## src/rtl/sgdmac_pkg.sv

```systemverilog
// sgdmac_pkg
//   Items shared by the SGDMAC APB requester and the SGDMAC_CFG register slave.
//   - APB_ADDR_W / APB_DATA_W : APB bus widths used on both sides of the bus.
//   - apb_req_state_e         : requester FSM states (IDLE/SETUP/ACCESS/RESP).
//   - apb_rsp_t               : one response as returned on the response stream.
package sgdmac_pkg;

  localparam int APB_ADDR_W = 12;
  localparam int APB_DATA_W = 32;

  typedef enum logic [1:0] {
    IDLE   = 2'd0,
    SETUP  = 2'd1,
    ACCESS = 2'd2,
    RESP   = 2'd3
  } apb_req_state_e;

  typedef struct packed {
    logic [APB_DATA_W-1:0] rdata;
    logic                  err;
    logic                  timeout;
  } apb_rsp_t;

endpackage

```

## src/rtl/sgdmac_apb_requester.sv

```systemverilog
// sgdmac_apb_requester
//   APB3 requester. Turns one command from a valid/ready stream into one
//   APB transfer and returns the outcome on a valid/ready response stream.
//   Misaligned addresses are rejected without touching the bus, and a stuck
//   slave is abandoned after TIMEOUT_CYCLES wait states (0 disables this).
// Ports
//   clk, rst_n                     clock, asynchronous active-low reset
//   cmd_valid_i / cmd_ready_o      command handshake
//   cmd_write_i, cmd_addr_i,
//   cmd_wdata_i                    command payload
//   rsp_valid_o / rsp_ready_i      response handshake
//   rsp_rdata_o, rsp_err_o,
//   rsp_timeout_o                  response payload
//   psel_o, penable_o, paddr_o,
//   pwrite_o, pwdata_o             APB request side
//   pready_i, prdata_i, pslverr_i  APB completion side
module sgdmac_apb_requester
  import sgdmac_pkg::*;
#(
  parameter int ADDR_W         = APB_ADDR_W,
  parameter int DATA_W         = APB_DATA_W,
  parameter int TIMEOUT_CYCLES = 256
) (
  input  logic              clk,
  input  logic              rst_n,
  input  logic              cmd_valid_i,
  output logic              cmd_ready_o,
  input  logic              cmd_write_i,
  input  logic [ADDR_W-1:0] cmd_addr_i,
  input  logic [DATA_W-1:0] cmd_wdata_i,
  output logic              rsp_valid_o,
  input  logic              rsp_ready_i,
  output logic [DATA_W-1:0] rsp_rdata_o,
  output logic              rsp_err_o,
  output logic              rsp_timeout_o,
  output logic              psel_o,
  output logic              penable_o,
  output logic [ADDR_W-1:0] paddr_o,
  output logic              pwrite_o,
  output logic [DATA_W-1:0] pwdata_o,
  input  logic              pready_i,
  input  logic [DATA_W-1:0] prdata_i,
  input  logic              pslverr_i
);

  // A width of at least one bit keeps the counter legal when the timeout is disabled.
  localparam int CNT_W = (TIMEOUT_CYCLES > 0) ? $clog2(TIMEOUT_CYCLES + 1) : 1;
  localparam logic [CNT_W-1:0] CNT_MAX  = CNT_W'(TIMEOUT_CYCLES);
  localparam logic [CNT_W-1:0] CNT_LAST = CNT_W'(TIMEOUT_CYCLES - 1);

  apb_req_state_e    state_q;
  apb_rsp_t          rsp_q;
  logic [ADDR_W-1:0] paddr_q;
  logic              pwrite_q;
  logic [DATA_W-1:0] pwdata_q;
  logic [CNT_W-1:0]  cnt_q;
  logic              cmd_fire;
  logic              cmd_aligned;

  // A finished response can be retired and replaced in the same cycle,
  // which is what allows back-to-back transfers.
  assign cmd_ready_o = (state_q == IDLE) || ((state_q == RESP) && rsp_ready_i);
  assign cmd_fire    = cmd_valid_i && cmd_ready_o;
  assign cmd_aligned = (cmd_addr_i[1:0] == 2'b00);

  // Bus strobes are decoded straight from the state register so that reset
  // removes them without waiting for a clock edge.
  assign psel_o        = (state_q == SETUP) || (state_q == ACCESS);
  assign penable_o     = (state_q == ACCESS);
  assign rsp_valid_o   = (state_q == RESP);
  assign paddr_o       = paddr_q;
  assign pwrite_o      = pwrite_q;
  assign pwdata_o      = pwdata_q;
  assign rsp_rdata_o   = rsp_q.rdata;
  assign rsp_err_o     = rsp_q.err;
  assign rsp_timeout_o = rsp_q.timeout;

  always_ff @(posedge clk or negedge rst_n) begin
    if (!rst_n) begin
      state_q  <= IDLE;
      rsp_q    <= '0;
      paddr_q  <= '0;
      pwrite_q <= 1'b0;
      pwdata_q <= '0;
      cnt_q    <= '0;
    end else begin
      if (cmd_fire) begin
        if (cmd_aligned) begin
          paddr_q  <= cmd_addr_i;
          pwrite_q <= cmd_write_i;
          pwdata_q <= cmd_wdata_i;
          cnt_q    <= '0;
          state_q  <= SETUP;
        end else begin
          rsp_q   <= '{rdata: '0, err: 1'b1, timeout: 1'b0};
          state_q <= RESP;
        end
      end else begin
        case (state_q)
          SETUP: state_q <= ACCESS;
          ACCESS: begin
            // A ready slave wins over a timeout that expires in the same cycle.
            if (pready_i) begin
              rsp_q.rdata   <= (!pwrite_q && !pslverr_i) ? prdata_i : '0;
              rsp_q.err     <= pslverr_i;
              rsp_q.timeout <= 1'b0;
              state_q       <= RESP;
            end else begin
              if (cnt_q != CNT_MAX) begin
                cnt_q <= cnt_q + 1'b1;
              end
              // cnt_q counts earlier wait cycles, so CNT_LAST marks the final allowed one.
              if ((TIMEOUT_CYCLES != 0) && (cnt_q == CNT_LAST)) begin
                rsp_q   <= '{rdata: '0, err: 1'b1, timeout: 1'b1};
                state_q <= RESP;
              end
            end
          end
          RESP: begin
            if (rsp_ready_i) begin
              state_q <= IDLE;
            end
          end
          default: state_q <= IDLE;
        endcase
      end
    end
  end

endmodule

```

## config.mk

```make
export PLATFORM = sky130hd
export DESIGN_NAME = sgdmac_apb_requester
export DESIGN_NICKNAME = d
export VERILOG_FILES = /design/src/rtl/sgdmac_pkg.sv /design/src/rtl/sgdmac_apb_requester.sv
export SDC_FILE = /design/constraint.sdc
export NUM_CORES = 1
export LEC_CHECK = 0
export ABC_AREA = 1
export CAP_MARGIN = 20
export CORE_UTILIZATION = 43
export DETAILED_ROUTE_END_ITERATION = 6
export PLACE_DENSITY = 0.8
export SETUP_SLACK_MARGIN = 0.05
export SLEW_MARGIN = 10
export SYNTH_ARGS = -nofsm -noshare
export SYNTH_HDL_FRONTEND = slang
export SYNTH_SLANG_ARGS = --single-unit
```

## constraint.sdc

```tcl
create_clock -name clk -period 2 [get_ports clk]
set_input_delay 0.3 -clock clk [delete_from_list [all_inputs] [get_ports clk]]
set_output_delay 0.3 -clock clk [all_outputs]
set_load 0.01 [all_outputs]
```

# == Word-level counts from Yosys, hierarchy flattened ==
# Index checks and enable logic that the tools add are counted.
# totals
reg_bits,90
input_bits,83
out_inout_bits,83
word_cells,52
# classes
n_addsub,1
n_eq_ne,10
mux,17
n_reduce_logical,16
# ops
cell,n
34-bit two-way mux,5
9-bit two-way mux,5
32-bit two-way mux,1
2-bit two-way mux,5
9-bit by 1-bit adder with 9-bit output (second input constant),1
9-bit by 8-bit == test with 1-bit output (second input constant),1
9-bit inequality test (second input constant),1
2-bit one-hot mux with 3 select lines,1
2-bit == test (second input constant),2
2-bit zero test,2
2-bit by 1-bit inequality test with 1-bit output (second input constant),2
4-bit by 1-bit inequality test with 1-bit output (second input constant),1
2-bit AND reduction,2
4-bit AND reduction,1
2-bit nonzero test,2
1-bit logical AND,3
3-bit by 1-bit inequality test with 1-bit output (second input constant),1
3-bit AND reduction,1
3-bit nonzero test,1
2-bit by 1-bit == test with 1-bit output (second input constant),1
1-bit zero test,2
1-bit logical OR,2
2-bit inequality test (second input constant),1

# == Logic depth before layout (Yosys ltp) ==
# Gate-level depths: netlist (run 1).
# depth
word_depth,6
mapped_depth,13
mapped_depth_nobuf,11

# == Worst setup path before layout (run 1) ==
# No wires, ideal clock.
# synth_timing
path_kind,register -> register
startpoint,register cnt_q[0]
endpoint,register rsp_q (netlist bit rsp_rdata_o[21])
setup_ns,0.132
arrival_ns,1.715
required_time_ns,1.868
path_slack_ns,0.153
path_stages_with_launch,14
path_buffers,2
period_less_slack_ns,1.847
path_cell_list,dfrtp_1 > ha_1 > nand2_1 > nor2_1 > nand3_1 > nor2_1 > ha_1 > inv_1 > nand3_1 > nand3_2 > buf_6 > buf_6 > nand2_1 > o21ai_0
# synth_via
elab_chain_len,3
# synth_lines
item,line,rtl
start: declaration,sgdmac_apb_requester.sv:56,logic [CNT_W-1:0] cnt_q;
start signal: assignment,sgdmac_apb_requester.sv:110,cnt_q <= cnt_q + 1'b1;
9-bit by 8-bit == test with 1-bit output,sgdmac_apb_requester.sv:113,if ((TIMEOUT_CYCLES != 0) && (cnt_q == CNT_LAST)) begin
3-bit nonzero test (no source line),-,
3-bit AND reduction (no source line),-,
end signal: assignment,sgdmac_apb_requester.sv:95,"rsp_q <= '{rdata: '0, err: 1'b1, timeout: 1'b0};"
end signal: assignment,sgdmac_apb_requester.sv:114,"rsp_q <= '{rdata: '0, err: 1'b1, timeout: 1'b1};"
end: declaration,sgdmac_apb_requester.sv:52,apb_rsp_t rsp_q;
# No other way between the ends.
# A chain may end at the register's enable or synchronous reset.

# == Worst setup path after layout (run 1) ==
# layout_timing
startpoint,register cnt_q[1]
endpoint,register rsp_q (netlist bit rsp_rdata_o[27])
# Same word-level chain as after synthesis.

==> reports/qor.yml, run 1 <==
design_area_um2: 6360
grt_max_degree: 68
grt_overflow: 0
layout_min_cycle_time_ns: 1.96
syn_inst: 476
grt_pass1_wl_um: 17900
placed_cell_area_um2: 5820
dieHeight_um: 98.6
clock.fmax_mhz: 510
rsz0062_at_grt: "true"
use_met1: 0.305
via_per_inst: 5.17
pwr_density_cell_nw_per_um2: 1370
dp.final_hpwl_um: 7680
die_w_um: 98.6
cts_root_buf: "clkbuf_8"
r2r_end: "rsp_rdata_o[27]$_DFFE_PN0P_"
globalplace.congestion: 0.889
postRouteAntennaNets: 0
slew_headroom: 0.724
syn_nets: 565
period_share: 0.980
fillers: 651
clkTransAtPathRegs_ns: 0.09
p_total_mw: 8.70
seq_area_frac_synth: 0.561
rr_startpoint: "cnt_q[1]$_DFFE_PN0P_"
pin_count: 166
vias: 3954
clock_sinks: 90
placementRows: 34
irDropWorstVdd_mv: 0.718
startpoint_type: "register"
drive_gt1_frac: 0.137
path_max_fanout: 9
ff2ff_setup_slack_ns: 0.04
finalMaxSlewViolations: 0
hold_viol_final: 0
cp.arrival_ns: 2.19
final_nets: 741
use_met2: 0.366
grt_pass1_vias: 3746
p_leak_nw: 3.00
cp.required_ns: 2.23
grt_usage: 0.232
area_growth_pct: 58.5
clock_skew_ns: 0.0101
grtUsageMet3: 0.0723
synth_area_per_cell_um2: 8.44
start_util: 0.452
core_um2: 8890
drtPass1Iterations: 4
reg2reg_depth: 12
setup_viol: 0
insertion_delay_ns: 0.34
htreeDepth: 3
drc: 0
first_iter_violations: 199
antenna_found_initial: 0
clockBufferDepth: 2
ys_ff_latch: 90
gr-max-usage-layer: "met2"
tightest_slew_ns: 0.415
tritoncts: "built"
antennaDiodeCount: 0
numCtsBuffers: 9
synth_warnings: 0
end_kind: "register"
path_class: "register to register"
avgRoutedWirePerCell_um: 16.2
hold_path_class: "input pin to asynchronous set/reset pin"
port_buffers: 165
status: "complete, no violations"
dieArea_um2: 9730
drt-total-wl_um: 12400
ys_types: 23
drv_cap: 0
syn_area_um2: 4020
state kept, by name (all words and copies together), names as in the netlist:
register and cells:
paddr_o 12, pwdata_o 32, rsp_timeout_o 1, state_q 2
pwrite_o 1, rsp_err_o 1, rsp_rdata_o 32, cnt_q 9
where the power goes:
group,internal (mW),leakage (nW),switching [mW]
logic,2.30,1.73,2.18
registers,2.55,1.17,0.496
clock network,0.525,0.0919,0.649
total,5.37,3.00,3.33
through the flow:
| step | TNS (ns) | hold WS (ns) | util | worst slack (ns) | instances |
|---|---|---|---|---|---|
| floorplan | 0 | 0.00441 | - | 0.153 | 476 |
| global placement | 0 | 0.253 | 0.654 | 0.165 | 734 |
| finish | 0 | 0.435 | 0.716 | 0.0402 | 765 |
| global route | -1.50 | 0.448 | 0.716 | -0.0929 | 765 |
| CTS | 0 | 0.429 | 0.677 | 0.0506 | 751 |
| detailed placement | 0 | 0.254 | 0.654 | 0.0454 | 734 |
cells in the mapped netlist:
master,count,area (um^2)
a21boi_4,1,18.8
a21oi_1,5,25.0
buf_2,12,60.1
buf_4,1,7.51
buf_6,4,45.0
clkbuf_1,11,41.3
dfrtp_1,90,2250
ha_1,6,75.1
inv_1,22,82.6
inv_2,1,3.75
nand2_1,204,766
nand2_2,3,18.8
nand3_1,19,95.1
nand3_2,1,10.0
nand4_1,33,206
nor2_1,23,86.3
nor2_2,1,6.26
nor3_1,1,5.00
o21ai_0,17,85.1
o21ai_1,16,80.1
o21ai_2,3,26.3
o21bai_2,1,11.3
xor2_1,1,8.76
logic make-up after synthesis:
group                      after synthesis  synth area share
AOI/OAI and AO/OA                       43            0.0614
xor gates and xnor gates                 1           0.00218
adders and majority gates                6            0.0187
buffers and inverters                   51            0.0598
DFF                                     90             0.561
and+or+nand+nor                        285             0.297
worst max-delay path, stage by stage (launching register included):
cell       delay [ns]
dfrtp_1          0.37
ha_2             0.20
nand2_2          0.08
nor2_4           0.12
nand3_2          0.10
nor2_2           0.12
ha_2             0.18
inv_2            0.05
nand3_4          0.10
nand3_4          0.17
clkbuf_16        0.22
nand2_1          0.06
o21ai_0          0.08
final cells by class:
cell class | instances | area (um^2) | share of cell area
tap | 108 | 135 | 0.0212
inverter | 23 | 86.3 | 0.0136
multi-input combinational | 336 | 1700 | 0.267
clock inverter | 5 | 37.5 | 0.00590
timing repair buffer | 192 | 2000 | 0.315
clock buffer | 11 | 151 | 0.0238
sequential | 90 | 2250 | 0.354
how the worst max path moves through the flow:
stage,start,to,slack [ns]
finish,cnt_q[1]$_DFFE_PN0P_,rsp_rdata_o[27]$_DFFE_PN0P_,0.04
global route,cnt_q[1]$_DFFE_PN0P_,rsp_rdata_o[27]$_DFFE_PN0P_,-0.09
CTS,cnt_q[1]$_DFFE_PN0P_,rsp_rdata_o[26]$_DFFE_PN0P_,0.05
detailed placement,cnt_q[1]$_DFFE_PN0P_,rsp_rdata_o[24]$_DFFE_PN0P_,0.05
global placement,rsp_ready_i,cmd_ready_o,0.17
floorplan,cnt_q[0]$_DFFE_PN0P_,rsp_rdata_o[21]$_DFFE_PN0P_,0.15
cell usage in the layout (no fill, tap or decap), drive strengths merged:
cell type / synthesis / final
a21boi: 1 / 1
a21oi: 5 / 5
buf: 17 / 23
clkbuf: 11 / 15
clkdlybuf4s50: 0 / 161
clkinv: 0 / 2
clkinvlp: 0 / 2
dfrtp: 90 / 90
dlygate4sd2: 0 / 2
dlygate4sd3: 0 / 1
dlymetal6s2s: 0 / 1
ha: 6 / 6
inv: 23 / 24
nand2: 207 / 207
nand3: 20 / 21
nand4: 33 / 33
nor2: 24 / 24
nor3: 1 / 1
o21ai: 36 / 36
o21bai: 1 / 1
xor2: 1 / 1
per-layer routing:
metal  wire [um]  up-vias
li1            -     1884
met1        5030     1852
met2        6000      196
met3        1120       22
met4         238        0
met5           0        -
what timing repair did:
action | CTS | global route
setup buffers | 0 | 5
cloned | 0 | 9
pin swaps | 0 | 4
endpoints found under the hold margin | 29 | 0
setup endpoints to repair | 28 | 35
hold buffers | 1 | 0
resized for setup | 5 | 54
(Power assumes the default switching activity.)
==> inputs of run 2 (changes only) <==
--- a/config.mk
+++ b/config.mk
@@ -9,7 +9,7 @@
 export CAP_MARGIN = 20
 export CORE_UTILIZATION = 43
 export DETAILED_ROUTE_END_ITERATION = 6
-export PLACE_DENSITY = 0.8
+export PLACE_DENSITY = 0.82
 export SETUP_SLACK_MARGIN = 0.05
 export SLEW_MARGIN = 10
 export SYNTH_ARGS = -nofsm -noshare
==> reports/qor.yml, run 2 (synthesis gave the netlist of run 1 again) <==
status: "complete, no violations"
p_sw_frac: 0.374
final_nets: 738
drtPass1Iterations: 4
finalMaxSlewViolations: 0
internal-power_mw: 5.16
cp.required_ns: 2.24
grt_pass1_vias: 3785
layout_min_cycle_time_ns: 1.89
hold_viol_final: 0
avgRoutedWirePerCell_um: 15.3
postRouteAntennaNets: 0
p_leak_nw: 2.91
clockBufferDepth: 2
design_area_um2: 6170
hold_path_class: "input pin to asynchronous set/reset pin"
area_growth_pct: 53.7
pin_count: 166
port_buffers: 165
tritoncts: "built"
startpoint_type: "register"
cts_root_buf: "clkbuf_8"
drive_gt1_frac: 0.0979
power_frac_comb: 0.499
grt_max_degree: 68
setup_tns_ns: 0
cp.arrival_ns: 2.12
vias: 3952
dieArea_um2: 9730
slew_headroom: 0.723
via_per_inst: 5.19
pwr-share-seq: 0.362
grt_pass1_wl_um: 18300
irDropWorstVdd_mv: 0.799
end_kind: "register"
antenna_found_initial: 0
clock_power_share: 0.139
path_class: "register to register"
numCtsBuffers: 9
clock.fmax_mhz: 530
dp.final_hpwl_um: 7900
globalplace.congestion: 0.880
drc: 0
path_max_fanout: 17
pwr_density_cell_nw_per_um2: 1340
clock_sinks: 90
start_util: 0.452
period_share: 0.943
layout_commonest_cell: "nand2_1"
setup_viol: 0
placed_cell_area_um2: 5800
drt-total-wl_um: 11700
tightest_slew_ns: 0.416
layout_common_cells: "201 x nand2_1, 160 x clkdlybuf4s50_1, 90 x dfrtp_1, 33 x nand4_1, 21 x inv_1"
final_cells: 762
dp_cells: 735
core_um2: 8890
antennaDiodeCount: 0
dieHeight_um: 98.6
p_sw_mw: 3.09
drv_cap: 0
clkTransAtPathRegs_ns: 0.09
htreeDepth: 3
grt_overflow: 0
die_w_um: 98.6
grt_usage: 0.238
rsz0062_at_grt: "true"
clock_skew_ns: 0.0167
first_iter_violations: 197
placementRows: 34
insertion_delay_ns: 0.34
-- run 2: worst paths after layout --
check | from | endpoint | slack (ns) | cells past startpoint
worst min-delay path | rst_n | rsp_rdata_o[11]$_DFFE_PN0P_ | 0.44 | 2
max in group asynchronous | rst_n | cnt_q[3]$_DFFE_PN0P_ | 0.91 | 3
worst min register to register | pwdata_o[20]$_DFFE_PN0P_ | pwdata_o[20]$_DFFE_PN0P_ | 0.48 | 2
min in group clk | cmd_wdata_i[24] | pwdata_o[24]$_DFFE_PN0P_ | 0.48 | 3
worst max register to register | cnt_q[1]$_DFFE_PN0P_ | rsp_rdata_o[28]$_DFFE_PN0P_ | 0.11 | 12
worst max-delay path | cnt_q[1]$_DFFE_PN0P_ | rsp_rdata_o[28]$_DFFE_PN0P_ | 0.11 | 12
-- run 2: critical path, stage by stage (launching register included) --
cell and delay, ns:
dfrtp_1 0.36, ha_2 0.19, nand2_2 0.07, nor2_4 0.10, nand3_2 0.10, nor2_2 0.13, ha_2 0.18, inv_2 0.05
nand3_4 0.08, nand3_4 0.15, clkbuf_16 0.23, nand2_1 0.09, o21ai_2 0.05
-- run 2: through the flow --
stage	total power, mW	setup slack, ns	hold slack, ns	utilization
after global routing	8.82	-0.00750	0.466	0.694
after CTS	8.00	0.0583	0.422	0.675
after global placement	6.71	0.133	0.260	0.652
final	8.24	0.114	0.445	0.694
after detailed placement	6.84	-0.0107	0.265	0.652
after floorplan	4.74	0.153	0.00441	-
-- run 2: area by class of cell --
class / instances / area (um^2)
clock inverter: 5 / 37.5
inverter: 23 / 86.3
fill: 672 / 2720
multi-input combinational: 335 / 1580
tap: 108 / 135
timing repair buffer: 190 / 1940
clock buffer: 11 / 141
sequential: 90 / 2250
-- run 2: what timing repair did --
action                                  CTS  global route
resized for setup                         6            15
hold buffers                              1             0
gates cloned                              0             5
endpoints found under the setup margin   37            35
hold endpoints to repair                 31             0
setup buffers                             1             4
pin swaps                                 0             4
-- run 2: power groups by stage --
stage | registers (mW) | clock network, mW | logic [mW]
final | 2.98 | 1.15 | 4.12
after global placement | 2.98 | 0 | 3.73
after CTS | 2.98 | 1.17 | 3.84
after floorplan | 3.29 | 0 | 1.45
after global routing | 3.08 | 1.26 | 4.48
after detailed placement | 3.00 | 0 | 3.83
-- run 2: layer usage --
metal / global-route usage / part of all wire / wire length [um]
met1: 0.304 / 0.40 / 4710
met2: 0.380 / 0.48 / 5620
met3: 0.0809 / 0.10 / 1190
met4: 0.0827 / 0.013 / 149
met5: 0 / 0 / 0
==> inputs of run 3 (changes only) <==
--- a/config.mk
+++ b/config.mk
@@ -7,9 +7,10 @@
 export LEC_CHECK = 0
 export ABC_AREA = 1
 export CAP_MARGIN = 20
+export CORE_MARGIN = 1.5
 export CORE_UTILIZATION = 43
 export DETAILED_ROUTE_END_ITERATION = 6
-export PLACE_DENSITY = 0.82
+export PLACE_DENSITY = 0.8
 export SETUP_SLACK_MARGIN = 0.05
 export SLEW_MARGIN = 10
 export SYNTH_ARGS = -nofsm -noshare
==> reports/qor.yml, run 3 (synthesis gave the netlist of run 1 again) <==
status: "complete, no violations"
via_per_inst: 5.22
insertion_delay_ns: 0.35
p_leak_nw: 2.94
hold_path_class: "input pin to register"
start_util: 0.439
area_growth_pct: 57.0
antenna_found_initial: 0
period_share: 0.981
post-route-util: 0.689
grt_pass1_vias: 3890
design_area_um2: 6310
rsz0062_at_grt: "true"
grt_overflow: 0
p_sw_frac: 0.380
antennaDiodeCount: 0
path_class: "register to register"
placed_cell_area_um2: 5840
power_frac_comb: 0.514
clockBufferDepth: 2
port_buffers: 165
setup_viol: 0
grt_usage: 0.228
avgRoutedWirePerCell_um: 15.4
clock.fmax_mhz: 510
dieHeight_um: 99.6
pwr-share-seq: 0.353
drv_cap: 0
drc: 0
p_sw_mw: 3.24
clkTransAtPathRegs_ns: 0.10
cp.arrival_ns: 2.20
dieArea_um2: 9930
clock_power_share: 0.133
clock_skew_ns: 0.0109
vias: 4011
hold_viol_final: 0
path_max_fanout: 8
tightest_slew_ns: 0.656
pwr_density_cell_nw_per_um2: 1350
numCtsBuffers: 9
core_um2: 9150
cp.required_ns: 2.24
dp.final_hpwl_um: 8020
final_nets: 741
end_kind: "register"
pin_count: 166
layout_common_cells: "191 x nand2_1, 162 x clkdlybuf4s50_1, 90 x dfrtp_1, 33 x nand4_1, 21 x o21ai_1"
drtPass1Iterations: 5
htreeDepth: 3
globalplace.congestion: 0.857
clock_sinks: 90
tritoncts: "built"
first_iter_violations: 183
startpoint_type: "register"
finalMaxSlewViolations: 0
slew_headroom: 0.563
grt_pass1_wl_um: 18100
layout_commonest_cell: "nand2_1"
drt-total-wl_um: 11800
postRouteAntennaNets: 0
drive_gt1_frac: 0.129
grt_max_degree: 52
layout_min_cycle_time_ns: 1.96
die_w_um: 99.6
internal-power_mw: 5.30
placementRows: 35
cts_root_buf: "clkbuf_8"
irDropWorstVdd_mv: 0.709
[run 3: changes by cell type in the layout (fill, tap and decap cells not counted), moves of 2 or more]
cell | previous run | this run
clkdlybuf4s50_1 | 160 | 162
nand2_1 | 201 | 191
nand2_2 | 6 | 14
nand2_4 | 0 | 2
o21ai_0 | 14 | 6
o21ai_1 | 19 | 21
o21ai_2 | 3 | 9
[run 3: metal layers]
layer | GRT usage | routed length, um
met5 | 0 | 0
met4 | 0.0769 | 182
met3 | 0.0752 | 1110
met2 | 0.374 | 5690
met1 | 0.286 | 4830
[run 3: worst max-delay path, stage by stage, from the launching register on]
cell       delay (ns)
dfrtp_1          0.43
nand2_1          0.16
nor2_4           0.17
nand3_2          0.10
nor2_2           0.14
ha_2             0.18
inv_2            0.05
nand3_4          0.10
nand3_2          0.19
clkbuf_16        0.22
nand2_1          0.05
o21ai_0          0.08
[run 3: worst paths after layout]
check | slack (ns) | endpoint | from | cells past startpoint
worst max-delay path | 0.04 | rsp_rdata_o[5]$_DFFE_PN0P_ | cnt_q[3]$_DFFE_PN0P_ | 11
worst min-delay path | 0.47 | pwdata_o[10]$_DFFE_PN0P_ | cmd_wdata_i[10] | 3
worst max register to register | 0.04 | rsp_rdata_o[5]$_DFFE_PN0P_ | cnt_q[3]$_DFFE_PN0P_ | 11
worst min register to register | 0.48 | paddr_o[1]$_DFFE_PN0P_ | paddr_o[1]$_DFFE_PN0P_ | 2
max in group asynchronous | 0.88 | pwdata_o[13]$_DFFE_PN0P_ | rst_n | 3
min in group asynchronous | 0.51 | rsp_rdata_o[6]$_DFFE_PN0P_ | rst_n | 2
[run 3: area by class of cell]
| type | count | area (um^2) |
|---|---|---|
| tap | 111 | 139 |
| fill | 703 | 2850 |
| inverter | 23 | 86.3 |
| clock inverter | 7 | 53.8 |
| multi-input combinational | 336 | 1670 |
| timing repair buffer | 192 | 1980 |
| sequential | 90 | 2250 |
| clock buffer | 9 | 124 |
[run 3: power groups by stage]
stage,clock network [mW],registers [mW],logic (mW)
3_5_place_dp,0,3.01,3.89
2_1_floorplan,0,3.29,1.45
3_3_place_gp,0,2.99,3.78
6_report,1.14,3.01,4.39
5_1_grt,1.25,3.09,4.77
4_1_cts,1.17,2.98,3.90
[run 3: per-stage QoR]
stage | total power [mW] | cells | hold WS [ns] | setup TNS (ns) | setup WS (ns)
finish | 8.54 | 768 | 0.473 | 0 | 0.0389
global route | 9.11 | 768 | 0.464 | -0.544 | -0.0745
CTS | 8.05 | 758 | 0.448 | 0 | 0.0183
detailed placement | 6.90 | 741 | 0.378 | 0 | 0.0516
global placement | 6.77 | 741 | 0.371 | 0 | 0.124
floorplan | 4.74 | 476 | 0.00441 | 0 | 0.153
[run 3: repair_timing]
| action | CTS | global route |
|---|---|---|
| pin swaps | 0 | 6 |
| buffers inserted | 0 | 2 |
| cloned | 0 | 8 |
| hold buffers | 1 | 0 |
| hold endpoints to repair | 44 | 0 |
| resized for setup | 5 | 43 |
| setup endpoints to repair | 4 | 35 |
